`config.mk`:
```
export PLATFORM = sky130hd
export DESIGN_NAME = fwd_sel_ctrl_flat
export DESIGN_NICKNAME = d
export VERILOG_FILES = /design/src/rtl/fwd_sel_ctrl_if.sv /design/src/rtl/fwd_sel_ctrl.sv /design/src/flat_wrapper.sv
export SDC_FILE = /design/constraint.sdc
export NUM_CORES = 1
export LEC_CHECK = 0
export CAP_MARGIN = 20
export CORE_ASPECT_RATIO = 1.4
export CORE_MARGIN = 2
export CORE_UTILIZATION = 48
export DETAILED_ROUTE_END_ITERATION = 10
export PLACE_DENSITY = 0.93
export REMOVE_ABC_BUFFERS = 1
export SLEW_MARGIN = 30
export SYNTH_ARGS = -nofsm -noshare
export SYNTH_HDL_FRONTEND = slang
export SYNTH_SLANG_ARGS = --single-unit
```
`constraint.sdc`:
```
create_clock -name clk -period 2.3 [get_ports clk]
set_input_delay 0.23 -clock clk [delete_from_list [all_inputs] [get_ports clk]]
set_output_delay 0.23 -clock clk [all_outputs]
set_load 0.05 [all_outputs]
```
`src/rtl/fwd_sel_ctrl_if.sv`:
```
// rtl/fwd_sel_ctrl_if.sv - ID-stage request and forwarding/stall response bundle
// stall_cnt exists only when FWD_STALL_CNT_EN is defined.
interface fwd_sel_ctrl_if #(
  parameter int RW = 5
);
  logic          id_valid;
  logic [RW-1:0] id_rs1;
  logic [RW-1:0] id_rs2;
  logic          id_use_rs1;
  logic          id_use_rs2;
  logic [RW-1:0] id_rd;
  logic          id_regwrite;
  logic          id_memread;
  logic          id_b_imm;
  logic          flush;
  logic [1:0]    sel_a;
  logic [1:0]    sel_b;
  logic          stall;
  logic          ex_valid;
`ifdef FWD_STALL_CNT_EN
  logic [31:0]   stall_cnt;
`endif

  modport master (
    output id_valid, id_rs1, id_rs2, id_use_rs1, id_use_rs2, id_rd,
           id_regwrite, id_memread, id_b_imm, flush,
`ifdef FWD_STALL_CNT_EN
    input  stall_cnt,
`endif
    input  sel_a, sel_b, stall, ex_valid
  );

  modport slave (
    input  id_valid, id_rs1, id_rs2, id_use_rs1, id_use_rs2, id_rd,
           id_regwrite, id_memread, id_b_imm, flush,
`ifdef FWD_STALL_CNT_EN
    output stall_cnt,
`endif
    output sel_a, sel_b, stall, ex_valid
  );
endinterface

```
`src/rtl/fwd_sel_ctrl.sv`:
```
// rtl/fwd_sel_ctrl.sv - operand-forwarding select and load-use stall controller
// Optional saturating stall counter enabled by FWD_STALL_CNT_EN.
module fwd_sel_ctrl #(
  parameter int RW = 5
) (
  input  logic          clk,
  input  logic          rst_n,
  fwd_sel_ctrl_if.slave bus
);

  typedef enum logic {
    ST_RUN   = 1'b0,
    ST_STALL = 1'b1
  } state_e;

  state_e        state_q, state_d;

  logic          ex_valid_q;
  logic          ex_regwrite_q;
  logic          ex_memread_q;
  logic [RW-1:0] ex_rd_q;
  logic          mem_valid_q;
  logic          mem_regwrite_q;
  logic [RW-1:0] mem_rd_q;
  logic [1:0]    sel_a_q, sel_a_d;
  logic [1:0]    sel_b_q, sel_b_d;

  logic          rs1_ex_hit, rs2_ex_hit;
  logic          rs1_mem_hit, rs2_mem_hit;
  logic          stall_w;
  logic          bubble_w;

  // A zero source never matches, which also keeps x0 writers from forwarding.
  always_comb begin
    rs1_ex_hit  = bus.id_use_rs1 && (bus.id_rs1 != '0) && ex_valid_q &&
                  ex_regwrite_q && (ex_rd_q == bus.id_rs1);
    rs2_ex_hit  = bus.id_use_rs2 && (bus.id_rs2 != '0) && ex_valid_q &&
                  ex_regwrite_q && (ex_rd_q == bus.id_rs2);
    rs1_mem_hit = bus.id_use_rs1 && (bus.id_rs1 != '0) && mem_valid_q &&
                  mem_regwrite_q && (mem_rd_q == bus.id_rs1);
    rs2_mem_hit = bus.id_use_rs2 && (bus.id_rs2 != '0) && mem_valid_q &&
                  mem_regwrite_q && (mem_rd_q == bus.id_rs2);
  end

  always_comb begin
    sel_a_d = 2'b00;
    sel_b_d = 2'b00;
    if (bus.id_valid) begin
      if (rs1_ex_hit)       sel_a_d = 2'b01;
      else if (rs1_mem_hit) sel_a_d = 2'b10;

      if (bus.id_b_imm)     sel_b_d = 2'b11;
      else if (rs2_ex_hit)  sel_b_d = 2'b01;
      else if (rs2_mem_hit) sel_b_d = 2'b10;
    end
  end

  always_ff @(posedge clk or negedge rst_n) begin
    if (!rst_n) state_q <= ST_RUN;
    else        state_q <= state_d;
  end

  always_comb begin
    state_d = state_q;
    unique case (state_q)
      ST_RUN:   if (stall_w) state_d = ST_STALL;
      ST_STALL: state_d = ST_RUN;
      default:  state_d = ST_RUN;
    endcase
    if (bus.flush) state_d = ST_RUN;
  end

  // Only a load still in EX can stall; once it reaches MEM it forwards instead.
  always_comb begin
    stall_w  = bus.id_valid && ex_valid_q && ex_memread_q && (ex_rd_q != '0) &&
               (rs1_ex_hit || rs2_ex_hit) && !bus.flush;
    bubble_w = stall_w || bus.flush;
  end

  always_ff @(posedge clk or negedge rst_n) begin
    if (!rst_n) begin
      ex_valid_q     <= 1'b0;
      ex_regwrite_q  <= 1'b0;
      ex_memread_q   <= 1'b0;
      ex_rd_q        <= '0;
      mem_valid_q    <= 1'b0;
      mem_regwrite_q <= 1'b0;
      mem_rd_q       <= '0;
      sel_a_q        <= 2'b00;
      sel_b_q        <= 2'b00;
    end else begin
      mem_valid_q    <= ex_valid_q;
      mem_regwrite_q <= ex_regwrite_q;
      mem_rd_q       <= ex_rd_q;
      if (bubble_w) begin
        ex_valid_q    <= 1'b0;
        ex_regwrite_q <= 1'b0;
        ex_memread_q  <= 1'b0;
        ex_rd_q       <= '0;
        sel_a_q       <= 2'b00;
        sel_b_q       <= 2'b00;
      end else begin
        ex_valid_q    <= bus.id_valid;
        ex_regwrite_q <= bus.id_valid && bus.id_regwrite;
        ex_memread_q  <= bus.id_valid && bus.id_memread;
        ex_rd_q       <= bus.id_valid ? bus.id_rd : '0;
        sel_a_q       <= sel_a_d;
        sel_b_q       <= sel_b_d;
      end
    end
  end

  assign bus.sel_a    = sel_a_q;
  assign bus.sel_b    = sel_b_q;
  assign bus.stall    = stall_w;
  assign bus.ex_valid = ex_valid_q;

`ifdef FWD_STALL_CNT_EN
  logic [31:0] stall_cnt_q;

  always_ff @(posedge clk or negedge rst_n) begin
    if (!rst_n)                               stall_cnt_q <= '0;
    else if (stall_w && (stall_cnt_q != '1))  stall_cnt_q <= stall_cnt_q + 32'd1;
  end

  assign bus.stall_cnt = stall_cnt_q;
`endif

`ifndef SYNTHESIS
  // The stalled load has moved to MEM, so the hazard cannot re-fire here.
  a_no_stall_in_stall: assert property (
    @(posedge clk) disable iff (!rst_n) (state_q == ST_STALL) |-> !stall_w
  );
`endif

endmodule

```
`src/flat_wrapper.sv`:
```
// flat-port wrapper written by rule: the top's interface ports become plain ports
module fwd_sel_ctrl_flat 
#(
  parameter int RW = 5
)
  (clk, rst_n, bus_id_valid, bus_id_rs1, bus_id_rs2, bus_id_use_rs1, bus_id_use_rs2, bus_id_rd, bus_id_regwrite, bus_id_memread, bus_id_b_imm, bus_flush, bus_sel_a, bus_sel_b, bus_stall, bus_ex_valid);
  fwd_sel_ctrl_if #(.RW(RW)) bus_i ();
  input  logic clk;
  input  logic rst_n;
  input wire logic [$bits(bus_i.id_valid)-1:0] bus_id_valid;
  input wire logic [$bits(bus_i.id_rs1)-1:0] bus_id_rs1;
  input wire logic [$bits(bus_i.id_rs2)-1:0] bus_id_rs2;
  input wire logic [$bits(bus_i.id_use_rs1)-1:0] bus_id_use_rs1;
  input wire logic [$bits(bus_i.id_use_rs2)-1:0] bus_id_use_rs2;
  input wire logic [$bits(bus_i.id_rd)-1:0] bus_id_rd;
  input wire logic [$bits(bus_i.id_regwrite)-1:0] bus_id_regwrite;
  input wire logic [$bits(bus_i.id_memread)-1:0] bus_id_memread;
  input wire logic [$bits(bus_i.id_b_imm)-1:0] bus_id_b_imm;
  input wire logic [$bits(bus_i.flush)-1:0] bus_flush;
  output wire logic [$bits(bus_i.sel_a)-1:0] bus_sel_a;
  output wire logic [$bits(bus_i.sel_b)-1:0] bus_sel_b;
  output wire logic [$bits(bus_i.stall)-1:0] bus_stall;
  output wire logic [$bits(bus_i.ex_valid)-1:0] bus_ex_valid;
  assign bus_i.id_valid = bus_id_valid;
  assign bus_i.id_rs1 = bus_id_rs1;
  assign bus_i.id_rs2 = bus_id_rs2;
  assign bus_i.id_use_rs1 = bus_id_use_rs1;
  assign bus_i.id_use_rs2 = bus_id_use_rs2;
  assign bus_i.id_rd = bus_id_rd;
  assign bus_i.id_regwrite = bus_id_regwrite;
  assign bus_i.id_memread = bus_id_memread;
  assign bus_i.id_b_imm = bus_id_b_imm;
  assign bus_i.flush = bus_flush;
  assign bus_sel_a = bus_i.sel_a;
  assign bus_sel_b = bus_i.sel_b;
  assign bus_stall = bus_i.stall;
  assign bus_ex_valid = bus_i.ex_valid;
  fwd_sel_ctrl #(.RW(RW)) u_core (.clk(clk), .rst_n(rst_n), .bus(bus_i));
endmodule
```
**Yosys cells after proc, flatten, opt, wreduce, memory -nomap -nowiden**

Cells that the tools add are included.

- Register bits after elaboration: 19
- Input port bits: 24
- Output and inout port bits: 6
- Logic and storage cells: 54

- Eq/ne operators: 4
- Multiplexer cells: 14
- Reductions and logical operators: 27

Operator list:

| cell | count |
|---|---|
| 1-bit logical AND | 21 |
| 5-bit == test | 4 |
| 2-bit 2-to-1 mux | 9 |
| 5-bit nonzero test | 3 |
| 5-bit 2-to-1 mux | 2 |
| 1-bit 2-to-1 mux | 3 |
| 1-bit logical OR | 2 |
| 1-bit logical NOT | 1 |

**Logic depth before layout (Yosys ltp)**

Gate-level depths: netlist of the first run.

- Word-level depth: 10
- Depth in mapped cells: 6
- Depth with buffers taken out: 5

**Worst setup path before layout of the first run**

No wires, ideal clock.

- Path kind: reg-to-output
- From: reg u_core.ex_valid_q, in the netlist u_core.bus.ex_valid
- To: out bus_stall
- Arrival: 2140 ps
- Slack: -70 ps
- Stages on the path, launching flop included: 5
- Path buffers: 0
- Cell sequence: dfrtp_1 -> nand2_1 -> nor4_1 -> o21a_1 -> nor2b_1

- Longest elaborated chain between the ends: 6
- Elaborated cells on any way between the ends: 12

Ends and longest elaborated chain:

| what | RTL line | RTL |
|---|---|---|
| start: declaration | fwd_sel_ctrl.sv:18 | `logic ex_valid_q;` |
| start signal: assignment | fwd_sel_ctrl.sv:103 | `ex_valid_q <= bus.id_valid;` |
| 1-bit logical AND, on equally long branches (2 in a row) | fwd_sel_ctrl.sv:35, fwd_sel_ctrl.sv:37 |  |
| 1-bit logical AND, on equally long branches | fwd_sel_ctrl.sv:36, fwd_sel_ctrl.sv:38 |  |
| 1-bit logical OR | fwd_sel_ctrl.sv:76 | `(rs1_ex_hit \|\| rs2_ex_hit) && !bus.flush;` |
| 1-bit logical AND (*) | fwd_sel_ctrl.sv:75 | `stall_w = bus.id_valid && ex_valid_q && ex_memread_q && (ex_rd_q != '0) &&` |
| 1-bit logical AND (*) | fwd_sel_ctrl.sv:76 |  |
| end: declaration | flat_wrapper.sv:22 | `output wire logic [$bits(bus_i.stall)-1:0] bus_stall;` |

Every way passes the cells marked *; elsewhere a longest branch is shown, timed or not.

**Worst setup path after layout of the first run**

- From: in bus_id_rs2[1]
- To: out bus_stall

- Longest elaborated chain between the ends: 8
- Elaborated cells on any way between the ends: 9

Ends and longest elaborated chain:

| what | RTL line | RTL |
|---|---|---|
| start: declaration | flat_wrapper.sv:12 | `input wire logic [$bits(bus_i.id_rs2)-1:0] bus_id_rs2;` |
| 5-bit nonzero test | fwd_sel_ctrl.sv:37 | `rs2_ex_hit = bus.id_use_rs2 && (bus.id_rs2 != '0) && ex_valid_q &&` |
| 1-bit logical AND (3 in a row) | fwd_sel_ctrl.sv:37 |  |
| 1-bit logical AND (*) | fwd_sel_ctrl.sv:38 | `ex_regwrite_q && (ex_rd_q == bus.id_rs2);` |
| 1-bit logical OR (*) | fwd_sel_ctrl.sv:76 |  |
| 1-bit logical AND (*) | fwd_sel_ctrl.sv:75 |  |
| 1-bit logical AND (*) | fwd_sel_ctrl.sv:76 |  |

Marks and branches as above.

==> results of run 1 <==
[repair_timing]
action | 4_1_cts | 5_1_grt
setup endpoints to repair | 1 | 1
pin swaps | 1 | 4
buffers inserted | 0 | 1
gates resized for setup | 4 | 10
cloned | 0 | 0
hold buffers | 0 | 0
[metrics by stage]
step	power, mW	util [%]	hold slack (ns)
2_1_floorplan	0.411	-	-0.0656
3_3_place_gp	0.481	71.6	0.363
3_5_place_dp	0.486	71.6	0.367
4_1_cts	0.651	74.5	0.391
5_1_grt	0.685	77.3	0.400
6_report	0.651	77.3	0.388
[power groups by stage]
stage          clock [mW]  sequential, mW  combinational, mW
2_1_floorplan           0           0.368             0.0430
3_3_place_gp            0           0.362              0.119
3_5_place_dp            0           0.363              0.123
4_1_cts             0.168           0.356              0.127
5_1_grt             0.184           0.358              0.144
6_report            0.160           0.357              0.134
[worst max-delay path: stages]
cell and delay [ns]:
clkdlybuf4s50_1 0.49, or4_4 0.54, o21ai_4 0.20, nor4_4 0.08, o21a_1 0.20, nor2b_2 0.18, buf_12 0.15
[state kept, by name, indices dropped and copies added, names as in the netlist]
name and cells:
u_core.ex_rd_q 5, u_core.mem_valid_q 1, u_core.ex_regwrite_q 1, u_core.mem_regwrite_q 1, u_core.ex_memread_q 1, u_core.bus.sel_b 2
u_core.bus.sel_a 2, u_core.bus.ex_valid 1, u_core.mem_rd_q 5
[cells in the mapped netlist]
library cell | n | area (µm²)
dfrtp_1 | 19 | 475
nand2_1 | 2 | 7.51
nor3_1 | 1 | 5.00
nor3_2 | 2 | 20.0
nand3_1 | 1 | 5.00
nor3b_1 | 1 | 7.51
nor2_1 | 3 | 11.3
buf_6 | 1 | 11.3
or4_1 | 4 | 30.0
nand4_1 | 4 | 25.0
clkbuf_1 | 1 | 3.75
a21oi_1 | 1 | 5.00
nor3b_2 | 7 | 87.6
nand2b_1 | 1 | 6.26
o21ai_1 | 1 | 5.00
o21a_1 | 1 | 7.51
nor4_1 | 2 | 12.5
nor2b_1 | 1 | 6.26
a2111oi_0 | 1 | 8.76
o21ai_2 | 1 | 8.76
xor2_1 | 4 | 35.0
o21ba_2 | 1 | 10.0
xnor2_1 | 16 | 140
[layout make-up]
class	count	area, µm²
Sequential cell	19	475
Clock buffer	3	22.5
Clock inverter	1	5.00
Multi-Input combinational cell	55	499
Timing Repair Buffer	36	365
Fill cell	118	409
Tap cell	20	25.0
[cell families (layout without fill, tap and decap cells)]
group | Yosys count | after routing
AOI/OAI and AO/OA | 6 | 6
DFF | 19 | 19
buffers and inverters | 2 | 40
xor gates and xnor gates | 20 | 20
and+or+nand+nor | 29 | 29
[routing by layer]
metal | vias to the layer above | track usage, % | share of wire (%)
li1 | 345 | - | -
met1 | 371 | 25.8 | 37
met2 | 22 | 38.4 | 57
met3 | 6 | 3.20 | 3.0
met4 | 0 | 15.2 | 2.9
met5 | - | 0 | 0
[path summary, 6_finish.rpt]
kind	slack, ns	from	to	depth (start not counted)
max in group asynchronous	1.41	rst_n	u_core.ex_rd_q[2]	1
min in group clk	0.39	u_core.ex_regwrite_q	u_core.mem_regwrite_q	0
max reg2reg	0.59	u_core.mem_rd_q[0]	u_core.bus.sel_a[1]	4
min reg2reg	0.39	u_core.ex_regwrite_q	u_core.mem_regwrite_q	0
max	0.01	bus_id_rs2[1]	bus_stall	7
min	0.39	rst_n	u_core.ex_rd_q[0]	1
==> impl_metrics.ini, run 1 <==
[status]
status = complete, no violations

[synth]
yosys_warnings = 0
avgSynthCellArea_um2 = 12.3
ys_seq_area_share_pct = 50.9
synth_top_family_by_area = simple AND/OR/NAND/NOR gates
synth.area.mux_share_pct = 0
synth-xor-area-share_pct = 18.7
synth_area_um2 = 935
synth_compound_area_share_pct = 4.82
synthDistinctLibCells = 23
synth_fa_ha_area_share_pct = 0
synth-simple-area-share_pct = 24.0
synthCells = 76
synth_seq_cells = 19

[drt]
viasPerCell = 5.55
drt_iter0_drc = 5
drc = 0
drt_pass1_iterations = 4
drtAntennaViolNets = 0
wl_um = 2310
vias = 744
avgRoutedWirePerCell_um = 17.2

[placement]
gp_congestion = 0.793
port_buffers = 29
place_area_um2 = 1290
place_hpwl_um = 1690
pre_cts_slack_ns = -0.102
place_inst = 129

[finish]
drive_gt1_share_pct = 25.4
diodes = 0
layout.cells.non_filler = 134
design_area_um2 = 1390
mostFrequentLayoutCells = 23 x clkdlybuf4s50_1, 19 x dfrtp_1, 15 x xnor2_1
layout.cells.most_common = clkdlybuf4s50_1
final_nets = 139
area_growth_pct = 49.0

[floorplanning]
die_w_um = 41.3
core.rowCount = 18
die_y_um = 56.2
dieArea_um2 = 2320
core_um2 = 1800
pin_count = 30
initial_utilization_pct = 51.9

[worst_hold_path]
hp-class = in2async

[power]
p_comb_share_pct = 20.6
peakVddDrop_v = 0.000394
p_sw_mw = 0.166
p_int_mw = 0.485
seqPwrFrac_pct = 54.8
powerDensity_nw_per_um2 = 467
clkPwrFrac_pct = 24.6
swShare_pct = 25.5
leakagePower_nw = 0.588

[global_route]
grt_start_max_net_pins = 20
track_usage_pct = 23.4
antenna_found_initial = 0
grt-ovfl-total = 0
grt_pass1_vias = 827
grt_pass1_wl_um = 3650

[sta]
layout_min_cycle_time_ns = 2.29
setup_slack_ns = 0.00988
max_freq_ghz = 0.437
fin_setup_tns_ns = 0
worst_pin_slew_ns = 0.799
fin_crit_sh_pct = 99.6
max_slew_margin_pct = 46.5
finClkSkew_ns = 0.00343
finalHoldViolCount = 0
finalSetupViolations = 0
slew_violations = 0

[critical_path]
end_kind = output pin
cp_max_fo = 4
start_kind = primary input
crit_arrival_ns = 2.06
critical_path_class = in2out
cp.required_ns = 2.07

[clock_tree]
cts_sinks = 19
cts_made_buffers = 3
cts_root_buf = clkbuf_4
clk_latency_ns = 0.29
htree_num_levels = 1
cts.clk_slew.worst_paths_ns = 0.10
cts_tree = yes
clockBufferDepth = 2

[flow_run]
drv_cap = 0
(Power assumes the default switching activity.)
==> inputs of run 2 (changes only) <==
--- a/config.mk
+++ b/config.mk
@@ -5,7 +5,6 @@
 export SDC_FILE = /design/constraint.sdc
 export NUM_CORES = 1
 export LEC_CHECK = 0
-export CAP_MARGIN = 20
 export CORE_ASPECT_RATIO = 1.4
 export CORE_MARGIN = 2
 export CORE_UTILIZATION = 48
==> results of run 2 <==
Final layout, timing and power as in run 1 (identical DEF).
